[src/rtl/rf_wb_arb_if.sv]
// Purpose : write-back bundle between two requesters (A = ALU, B = load) and
//           the register file write port, plus the arbiter's status outputs.
// Latency : none; plain wires.
// Backpr. : level req held until one-cycle ack; no credits, no queueing.
// Ports   : a_*/b_* request side (req/reg/data in, ack out); write_reg/write_data/
//           rf_we to the register file; busy, pend_reg, wr_count as status.
interface rf_wb_arb_if #(
  parameter int DW = 32,
  parameter int AW = 4
);
  logic          a_req;
  logic [AW-1:0] a_reg;
  logic [DW-1:0] a_data;
  logic          a_ack;
  logic          b_req;
  logic [AW-1:0] b_reg;
  logic [DW-1:0] b_data;
  logic          b_ack;
  logic [AW-1:0] write_reg;
  logic [DW-1:0] write_data;
  logic          rf_we;
  logic          busy;
  logic [AW-1:0] pend_reg;
  logic [15:0]   wr_count;

  // Requester / register-file side.
  modport master (
    output a_req, a_reg, a_data, b_req, b_reg, b_data,
    input  a_ack, b_ack, write_reg, write_data, rf_we, busy, pend_reg, wr_count
  );

  // Arbiter side.
  modport slave (
    input  a_req, a_reg, a_data, b_req, b_reg, b_data,
    output a_ack, b_ack, write_reg, write_data, rf_we, busy, pend_reg, wr_count
  );
endinterface

[src/rtl/rf_wb_arb.sv]
// Purpose : round-robin write-back arbiter/sequencer for the 16x32 register file
//           write port: latch winner, setup cycle, one-cycle rf_we, release+ack.
// Latency : grant edge G -> rf_we high G+1..G+2 -> ack G+2..G+3 -> IDLE at G+3
//           (skipped R0 write: ack G+1..G+2, IDLE at G+2).
// Backpr. : requests are level-held; while busy all requests wait, nothing lost.
// Ports   : clk, rst_f (async active-low); bus = rf_wb_arb_if.slave carrying
//           the A/B request/ack pairs, register-file write port and status.
module rf_wb_arb #(
  parameter int DW      = 32,
  parameter int AW      = 4,
  parameter int SKIP_R0 = 1
) (
  input  logic       clk,
  input  logic       rst_f,
  rf_wb_arb_if.slave bus
);

  typedef enum logic [1:0] {
    IDLE    = 2'd0,
    SETUP   = 2'd1,
    STROBE  = 2'd2,
    RELEASE = 2'd3
  } state_e;

  state_e        state_q, state_d;
  logic          last_b_q, last_b_d;   // 1: B held the most recent grant
  logic          win_b_q, win_b_d;     // owner of the operation in flight
  logic [AW-1:0] reg_q, reg_d;
  logic [DW-1:0] data_q, data_d;
  logic [15:0]   wr_count_q, wr_count_d;
  logic          rf_we_q, rf_we_d;
  logic          a_ack_q, a_ack_d;
  logic          b_ack_q, b_ack_d;
  logic          busy_q, busy_d;
  logic          grant_b;

  always_comb begin
    state_d  = state_q;
    last_b_d = last_b_q;
    win_b_d  = win_b_q;
    reg_d    = reg_q;
    data_d   = data_q;
    grant_b  = 1'b0;

    case (state_q)
      IDLE: begin
        if (bus.a_req || bus.b_req) begin
          // B wins when it is alone, or on a tie when A had the last grant.
          grant_b  = bus.b_req & ~(bus.a_req & last_b_q);
          win_b_d  = grant_b;
          last_b_d = grant_b;
          reg_d    = grant_b ? bus.b_reg  : bus.a_reg;
          data_d   = grant_b ? bus.b_data : bus.a_data;
          state_d  = SETUP;
        end
      end
      SETUP: begin
        // R0 is hard-wired zero in the file; skip the strobe but still ack.
        if ((SKIP_R0 != 0) && (reg_q == '0)) begin
          state_d = RELEASE;
        end else begin
          state_d = STROBE;
        end
      end
      STROBE:  state_d = RELEASE;
      RELEASE: state_d = IDLE;
      default: state_d = IDLE;
    endcase

    // All visible outputs are decoded from the next state and registered,
    // so rf_we / acks / busy come straight off flops.
    rf_we_d    = (state_d == STROBE);
    a_ack_d    = (state_d == RELEASE) && !win_b_d;
    b_ack_d    = (state_d == RELEASE) &&  win_b_d;
    busy_d     = (state_d != IDLE);
    // STROBE is entered only from SETUP and lasts one cycle: one count per pulse.
    wr_count_d = wr_count_q + {15'd0, rf_we_d};
  end

  always_ff @(posedge clk or negedge rst_f) begin
    if (!rst_f) begin
      state_q    <= IDLE;
      last_b_q   <= 1'b1;   // A wins the first tie
      win_b_q    <= 1'b0;
      reg_q      <= '0;
      data_q     <= '0;
      wr_count_q <= '0;
      rf_we_q    <= 1'b0;
      a_ack_q    <= 1'b0;
      b_ack_q    <= 1'b0;
      busy_q     <= 1'b0;
    end else begin
      state_q    <= state_d;
      last_b_q   <= last_b_d;
      win_b_q    <= win_b_d;
      reg_q      <= reg_d;
      data_q     <= data_d;
      wr_count_q <= wr_count_d;
      rf_we_q    <= rf_we_d;
      a_ack_q    <= a_ack_d;
      b_ack_q    <= b_ack_d;
      busy_q     <= busy_d;
    end
  end

  assign bus.a_ack      = a_ack_q;
  assign bus.b_ack      = b_ack_q;
  assign bus.rf_we      = rf_we_q;
  assign bus.busy       = busy_q;
  assign bus.write_reg  = reg_q;
  assign bus.write_data = data_q;
  assign bus.pend_reg   = reg_q;
  assign bus.wr_count   = wr_count_q;

endmodule

[src/flat_wrapper.sv]
// flat-port wrapper written by rule: the top's interface ports become plain ports
module rf_wb_arb_flat 
#(
  parameter int DW      = 32,
  parameter int AW      = 4,
  parameter int SKIP_R0 = 1
)
  (clk, rst_f, bus_a_req, bus_a_reg, bus_a_data, bus_b_req, bus_b_reg, bus_b_data, bus_a_ack, bus_b_ack, bus_write_reg, bus_write_data, bus_rf_we, bus_busy, bus_pend_reg, bus_wr_count);
  rf_wb_arb_if #(.DW(DW), .AW(AW)) bus_i ();
  input  logic clk;
  input  logic rst_f;
  input wire logic [$bits(bus_i.a_req)-1:0] bus_a_req;
  input wire logic [$bits(bus_i.a_reg)-1:0] bus_a_reg;
  input wire logic [$bits(bus_i.a_data)-1:0] bus_a_data;
  input wire logic [$bits(bus_i.b_req)-1:0] bus_b_req;
  input wire logic [$bits(bus_i.b_reg)-1:0] bus_b_reg;
  input wire logic [$bits(bus_i.b_data)-1:0] bus_b_data;
  output wire logic [$bits(bus_i.a_ack)-1:0] bus_a_ack;
  output wire logic [$bits(bus_i.b_ack)-1:0] bus_b_ack;
  output wire logic [$bits(bus_i.write_reg)-1:0] bus_write_reg;
  output wire logic [$bits(bus_i.write_data)-1:0] bus_write_data;
  output wire logic [$bits(bus_i.rf_we)-1:0] bus_rf_we;
  output wire logic [$bits(bus_i.busy)-1:0] bus_busy;
  output wire logic [$bits(bus_i.pend_reg)-1:0] bus_pend_reg;
  output wire logic [$bits(bus_i.wr_count)-1:0] bus_wr_count;
  assign bus_i.a_req = bus_a_req;
  assign bus_i.a_reg = bus_a_reg;
  assign bus_i.a_data = bus_a_data;
  assign bus_i.b_req = bus_b_req;
  assign bus_i.b_reg = bus_b_reg;
  assign bus_i.b_data = bus_b_data;
  assign bus_a_ack = bus_i.a_ack;
  assign bus_b_ack = bus_i.b_ack;
  assign bus_write_reg = bus_i.write_reg;
  assign bus_write_data = bus_i.write_data;
  assign bus_rf_we = bus_i.rf_we;
  assign bus_busy = bus_i.busy;
  assign bus_pend_reg = bus_i.pend_reg;
  assign bus_wr_count = bus_i.wr_count;
  rf_wb_arb #(.DW(DW), .AW(AW), .SKIP_R0(SKIP_R0)) u_core (.clk(clk), .rst_f(rst_f), .bus(bus_i));
endmodule
[config.mk]
export PLATFORM = sky130hd
export DESIGN_NAME = rf_wb_arb_flat
export DESIGN_NICKNAME = d
export VERILOG_FILES = /design/src/rtl/rf_wb_arb_if.sv /design/src/rtl/rf_wb_arb.sv /design/src/flat_wrapper.sv
export SDC_FILE = /design/constraint.sdc
export NUM_CORES = 1
export LEC_CHECK = 0
export CAP_MARGIN = 20
export CORE_ASPECT_RATIO = 1.4
export CORE_UTILIZATION = 41
export CTS_BUF_LIST = sky130_fd_sc_hd__clkbuf_8
export DETAILED_ROUTE_END_ITERATION = 10
export PLACE_DENSITY = 0.82
export SYNTH_ARGS = -nofsm -noshare
export SYNTH_HDL_FRONTEND = slang
export SYNTH_SLANG_ARGS = --single-unit
[constraint.sdc]
create_clock -name clk -period 2.5 [get_ports clk]
set_input_delay 0.25 -clock clk [delete_from_list [all_inputs] [get_ports clk]]
set_output_delay 0.25 -clock clk [all_outputs]
set_load 0.005 [all_outputs]
# Word-level counts from Yosys, hierarchy flattened
# Index checks and enable logic that the tools add are counted.
dict set report word_totals {
  wordCells 34
  in_bits 76
  reg_bits 60
}
dict set report op_classes {
  muxes 7
  reduce_logical 8
  addsub 1
  eq_ne 5
  bitwise_logic 3
}
# cell count
set ops {}
lappend ops {{$mux 32} 1}
lappend ops {{$add 16x1->16} 1}
lappend ops {{$eq 2x2->1 const B} 4}
lappend ops {{$pmux 2 s4} 1}
lappend ops {{$logic_not 4->1} 1}
lappend ops {{$mux 4} 1}
lappend ops {{$mux 1} 3}
lappend ops {{$and 1x1->1} 2}
lappend ops {{$eq 2x1->1 const B} 1}
lappend ops {{$logic_and 1x1->1} 2}
lappend ops {{$logic_not 2->1} 1}
lappend ops {{$mux 2} 1}
lappend ops {{$reduce_and 2->1} 1}
lappend ops {{$reduce_bool 2->1} 1}
lappend ops {{$logic_not 1->1} 1}
lappend ops {{$logic_or 1x1->1} 1}
lappend ops {{$not 1->1} 1}

# Depth between registers and ports, before layout
# Gate-level depths: netlist (run 1).
dict set report logic_depth {
  depth_word 7
  depth_mapped 10
  mapped_depth_nobuf 10
}

# Least setup slack after synthesis (run 1)
# OpenSTA, ideal clock, no wires.
dict set report synth_path {
  path_kind {register -> register}
  from {register u_core.reg_q[1], in the netlist u_core.bus.pend_reg[1]}
  to {register u_core.wr_count_q[10], in the netlist u_core.bus.wr_count[10]}
  path_stages_with_launch 9
  synth_period_minus_slack_ns 2.189
  setup_time_ns 0.132
  slack_ns 0.311
  path_buffers 0
  arrival_time_ns 2.057
  path_cell_list {dfrtp_1 -> or4_1 -> o211a_1 -> and2_2 -> ha_1 -> ha_1 -> nand3_1 -> nor3_1 -> xor2_1}
}
dict set report synth_via {
  elab_chain_cells 5
}
# element line_no
set synth_lines {}
lappend synth_lines {{start: declaration} rf_wb_arb.sv:28} ;# logic [AW-1:0] reg_q, reg_d;
lappend synth_lines {{start signal: assignment} rf_wb_arb.sv:96} ;# reg_q <= reg_d;
lappend synth_lines {{$logic_not 4->1} rf_wb_arb.sv:59} ;# if ((SKIP_R0 != 0) && (reg_q == '0)) begin
lappend synth_lines {{$mux 1} rf_wb_arb.sv:59}
lappend synth_lines {{$pmux 2 s4} rf_wb_arb.sv:45} ;# case (state_q)
lappend synth_lines {{$eq 2x2->1} rf_wb_arb.sv:72} ;# rf_we_d = (state_d == STROBE);
lappend synth_lines {{net u_core.rf_we_d} rf_wb_arb.sv:31} ;# logic rf_we_q, rf_we_d;
lappend synth_lines {{$add 16x1->16} rf_wb_arb.sv:77} ;# wr_count_d = wr_count_q + {15'd0, rf_we_d};
lappend synth_lines {{net u_core.wr_count_d[10]} rf_wb_arb.sv:30} ;# logic [15:0] wr_count_q, wr_count_d;
lappend synth_lines {{end signal: assignment} rf_wb_arb.sv:98} ;# wr_count_q <= wr_count_d;
lappend synth_lines {{end: declaration} rf_wb_arb.sv:30}
# The timed path passes the listed nets, and every way through them passes these cells.
# A chain may end at the register's enable or synchronous reset.

# Worst setup path in the final report (run 1)
# Ends and elaborated chain as after synthesis.

==> metrics.cfg, run 1 <==
[sta]
slew_headroom_pct = 72.8
setup_tns_ns = 0
hold_viol_final = 0
clock_skew_ns = 0.00926
setup_viol = 0
hold_slack_ns = 0.452
rsz0062_at_grt = no
tightest_slew_ns = 0.407
period_needed_ns = 2.30
fmax_mhz = 435
slew_violations = 0
min_period_over_period_pct = 91.9

[setup_path]
start_kind = flip-flop
arrival_ns = 2.50
r2r_slack_ns = 0.20
reg2reg_depth = 8
worstReg2RegStart = u_core.bus.pend_reg[1]
cp_max_fo = 5
cp_top_family = simple AND/OR/NAND/NOR gates
cp_num_buf_inv = 0
worstPathRequired_ns = 2.70
slowest_stage = or4_1
critPathMaxStageDelay_ns = 0.53
crit_chain = or4_1 > o211a_1 > and2_2 > ha_1 > ha_1 > nand3_1 > nor3_1 > xor2_1
path_class = flip-flop to flip-flop
cp_common_cell = ha_1
r2r_end = u_core.bus.wr_count[10]
critical_path.endpoint_type = flip-flop

[flow_run]
drv_cap = 0

[grt]
grt_antenna_before_repair = 0
grt_overflow = 0
grt_pass1_vias = 2579
grt_pass1_wl_um = 11800
grt_util_all_layers_pct = 22.2
grt_max_degree = 61

[cells_and_area]
final_cell_mix = clkdlybuf4s50_1 (134), nand2_1 (80), dfrtp_1 (59), nor2_1 (39), a31oi_1 (37)
fin_cells = 504
final_common_cell = clkdlybuf4s50_1
final_nets = 509
largest_reg_flops = 32
area_delta_synth_final_pct = 60.4
antenna_cells = 0
drive_gt1_share_pct = 6.94
utilization_pct = 69.2

[power]
p_seq_share_pct = 36.7
p_leak_nw = 1.90
switching_power_w = 0.00151
ir_worst_vdd_v = 0.000548
power_w = 0.00456
powerDensity_nw_per_um2 = 1050
combPwrFrac_pct = 44.8
internal-power_w = 0.00305
switching_share_pct = 33.0
p_clk_share_pct = 18.5

[cts]
root_buffer = clkbuf_8
cts_buffers = 9
tritoncts = built
cts_sinks = 60
htreeDepth = 3
clock_path_buffers = 2
clock_latency_ns = 0.33
path_clk_slew_ns = 0.07

[logic_synthesis]
synth_edf_count = 0
synth_seq_cells = 60
syn_inst = 292
yosys.cell_types.count = 30
ys_warn_count = 0
seq_area_frac_synth_pct = 55.3
async_flop_share_pct = 100
synthesis.area_sq_um = 2720
synth_nets = 374
syn_avg_cell_area_sq_um = 9.30
synth-main-ff-cell = dfrtp_1

[detailed_routing]
drc = 2
via_per_inst = 5.12
first_pass_iters = 9
wirelength_um = 7320
drt-initial-drc-count = 119
via_count = 2581
avgRoutedWirePerCell_um = 14.5
antenna_left = 0

[status]
status = finished, violations left
violations = design-rule violations

[floorplanning]
core_sq_um = 6300
ios = 136
die_y_um = 98.3
dieArea_sq_um = 6960
floorplan.initialDensity_pct = 43.1
die_w_um = 70.8
rows = 34

[place]
dp.cells = 487
gp_congestion = 0.828
dpl.hpwl_um = 5340
io_buffer_count = 135

[worst_hold_path]
hold_class = input pin to async pin

[cell usage after synthesis, types with 2 or more instances]
cell | instances | area (sq um)
clkbuf_1 | 5 | 18.8
dfrtp_1 | 59 | 1480
buf_4 | 4 | 30.0
nor4_1 | 5 | 31.3
nor3_1 | 3 | 15.0
buf_2 | 10 | 50.1
ha_1 | 6 | 75.1
nand2_1 | 80 | 300
nor2_1 | 39 | 146
inv_1 | 5 | 18.8
nand2b_1 | 2 | 12.5
xnor2_1 | 3 | 26.3
xor2_1 | 11 | 96.3
nand3_1 | 6 | 30.0
a31oi_1 | 37 | 231
nand4_1 | 3 | 18.8
[final cells by class]
cell class / count / area (sq um)
well taps: 72 / 90.1
inverters: 5 / 18.8
clock inverters: 6 / 56.3
fillers: 515 / 1940
flip-flops and latches: 60 / 1500
clock buffers: 10 / 138
repair buffers: 143 / 1450
multi-input cells: 208 / 1100
[worst register-to-register path, cell delays in order (launching register included)]
cell	delay (ns)
dfrtp_1	0.40
or4_1	0.53
o211a_1	0.23
and2_2	0.22
ha_1	0.19
ha_1	0.25
nand3_1	0.14
nor3_1	0.07
xor2_1	0.14
[through the flow]
stage          instance area (sq um)  worst slack (ns)
6_report                        4360             0.202
5_1_grt                         4360            0.0680
4_1_cts                         4360             0.196
3_5_place_dp                    4150            0.0674
3_3_place_gp                    4150             0.180
2_1_floorplan                   2720             0.311
[power groups by stage]
stage	sequential [W]	clock, W	combinational [W]
after global routing	0.00173	0.000909	0.00225
after global placement	0.00166	0	0.00201
after CTS	0.00168	0.000862	0.00207
final	0.00167	0.000845	0.00204
after detailed placement	0.00169	0	0.00206
after floorplan	0.00168	0	0.000878
[routing by layer]
layer	global-route usage, %	routed length [um]
met1	23.4	2740
met2	39.1	3890
met3	7.84	578
met4	10.3	110
met5	0	0
[worst max-delay path by stage]
stage | slack [ns] | cells after the start | start | endpoint
after floorplan | 0.31 | 8 | u_core.bus.pend_reg[1] | u_core.bus.wr_count[10]
after global placement | 0.18 | 9 | bus_a_req | u_core.bus.wr_count[14]
after detailed placement | 0.07 | 9 | bus_a_req | u_core.bus.wr_count[14]
after CTS | 0.20 | 8 | u_core.bus.pend_reg[1] | u_core.bus.wr_count[10]
after global routing | 0.07 | 10 | u_core.state_q[0] | u_core.bus.wr_count[14]
final | 0.20 | 8 | u_core.bus.pend_reg[1] | u_core.bus.wr_count[10]
[kinds of logic after synthesis]
logic type      count (synthesis)  synth area share [%]
fa+ha+maj                       6                  2.76
flops                          60                  55.3
compound gates                 44                  10.6
buf+inv                        24                  4.33
xor+xnor                       14                  4.51
simple gates                  144                  22.5
[what timing repair did]
item                      in CTS  in global routing
gates resized for setup        0                  0
hold endpoints to repair      59                  0
hold buffers                   1                  0
setup buffers                  0                  0
(Power assumes the default switching activity.)
==> run 2, diff against run 1 <==
--- a/config.mk
+++ b/config.mk
@@ -11,6 +11,7 @@
 export CTS_BUF_LIST = sky130_fd_sc_hd__clkbuf_8
 export DETAILED_ROUTE_END_ITERATION = 10
 export PLACE_DENSITY = 0.82
+export SKIP_CTS_REPAIR_TIMING = 1
 export SYNTH_ARGS = -nofsm -noshare
 export SYNTH_HDL_FRONTEND = slang
 export SYNTH_SLANG_ARGS = --single-unit
==> results of run 2 <==
No change in the layout: final DEF, timing and power equal those of run 1.
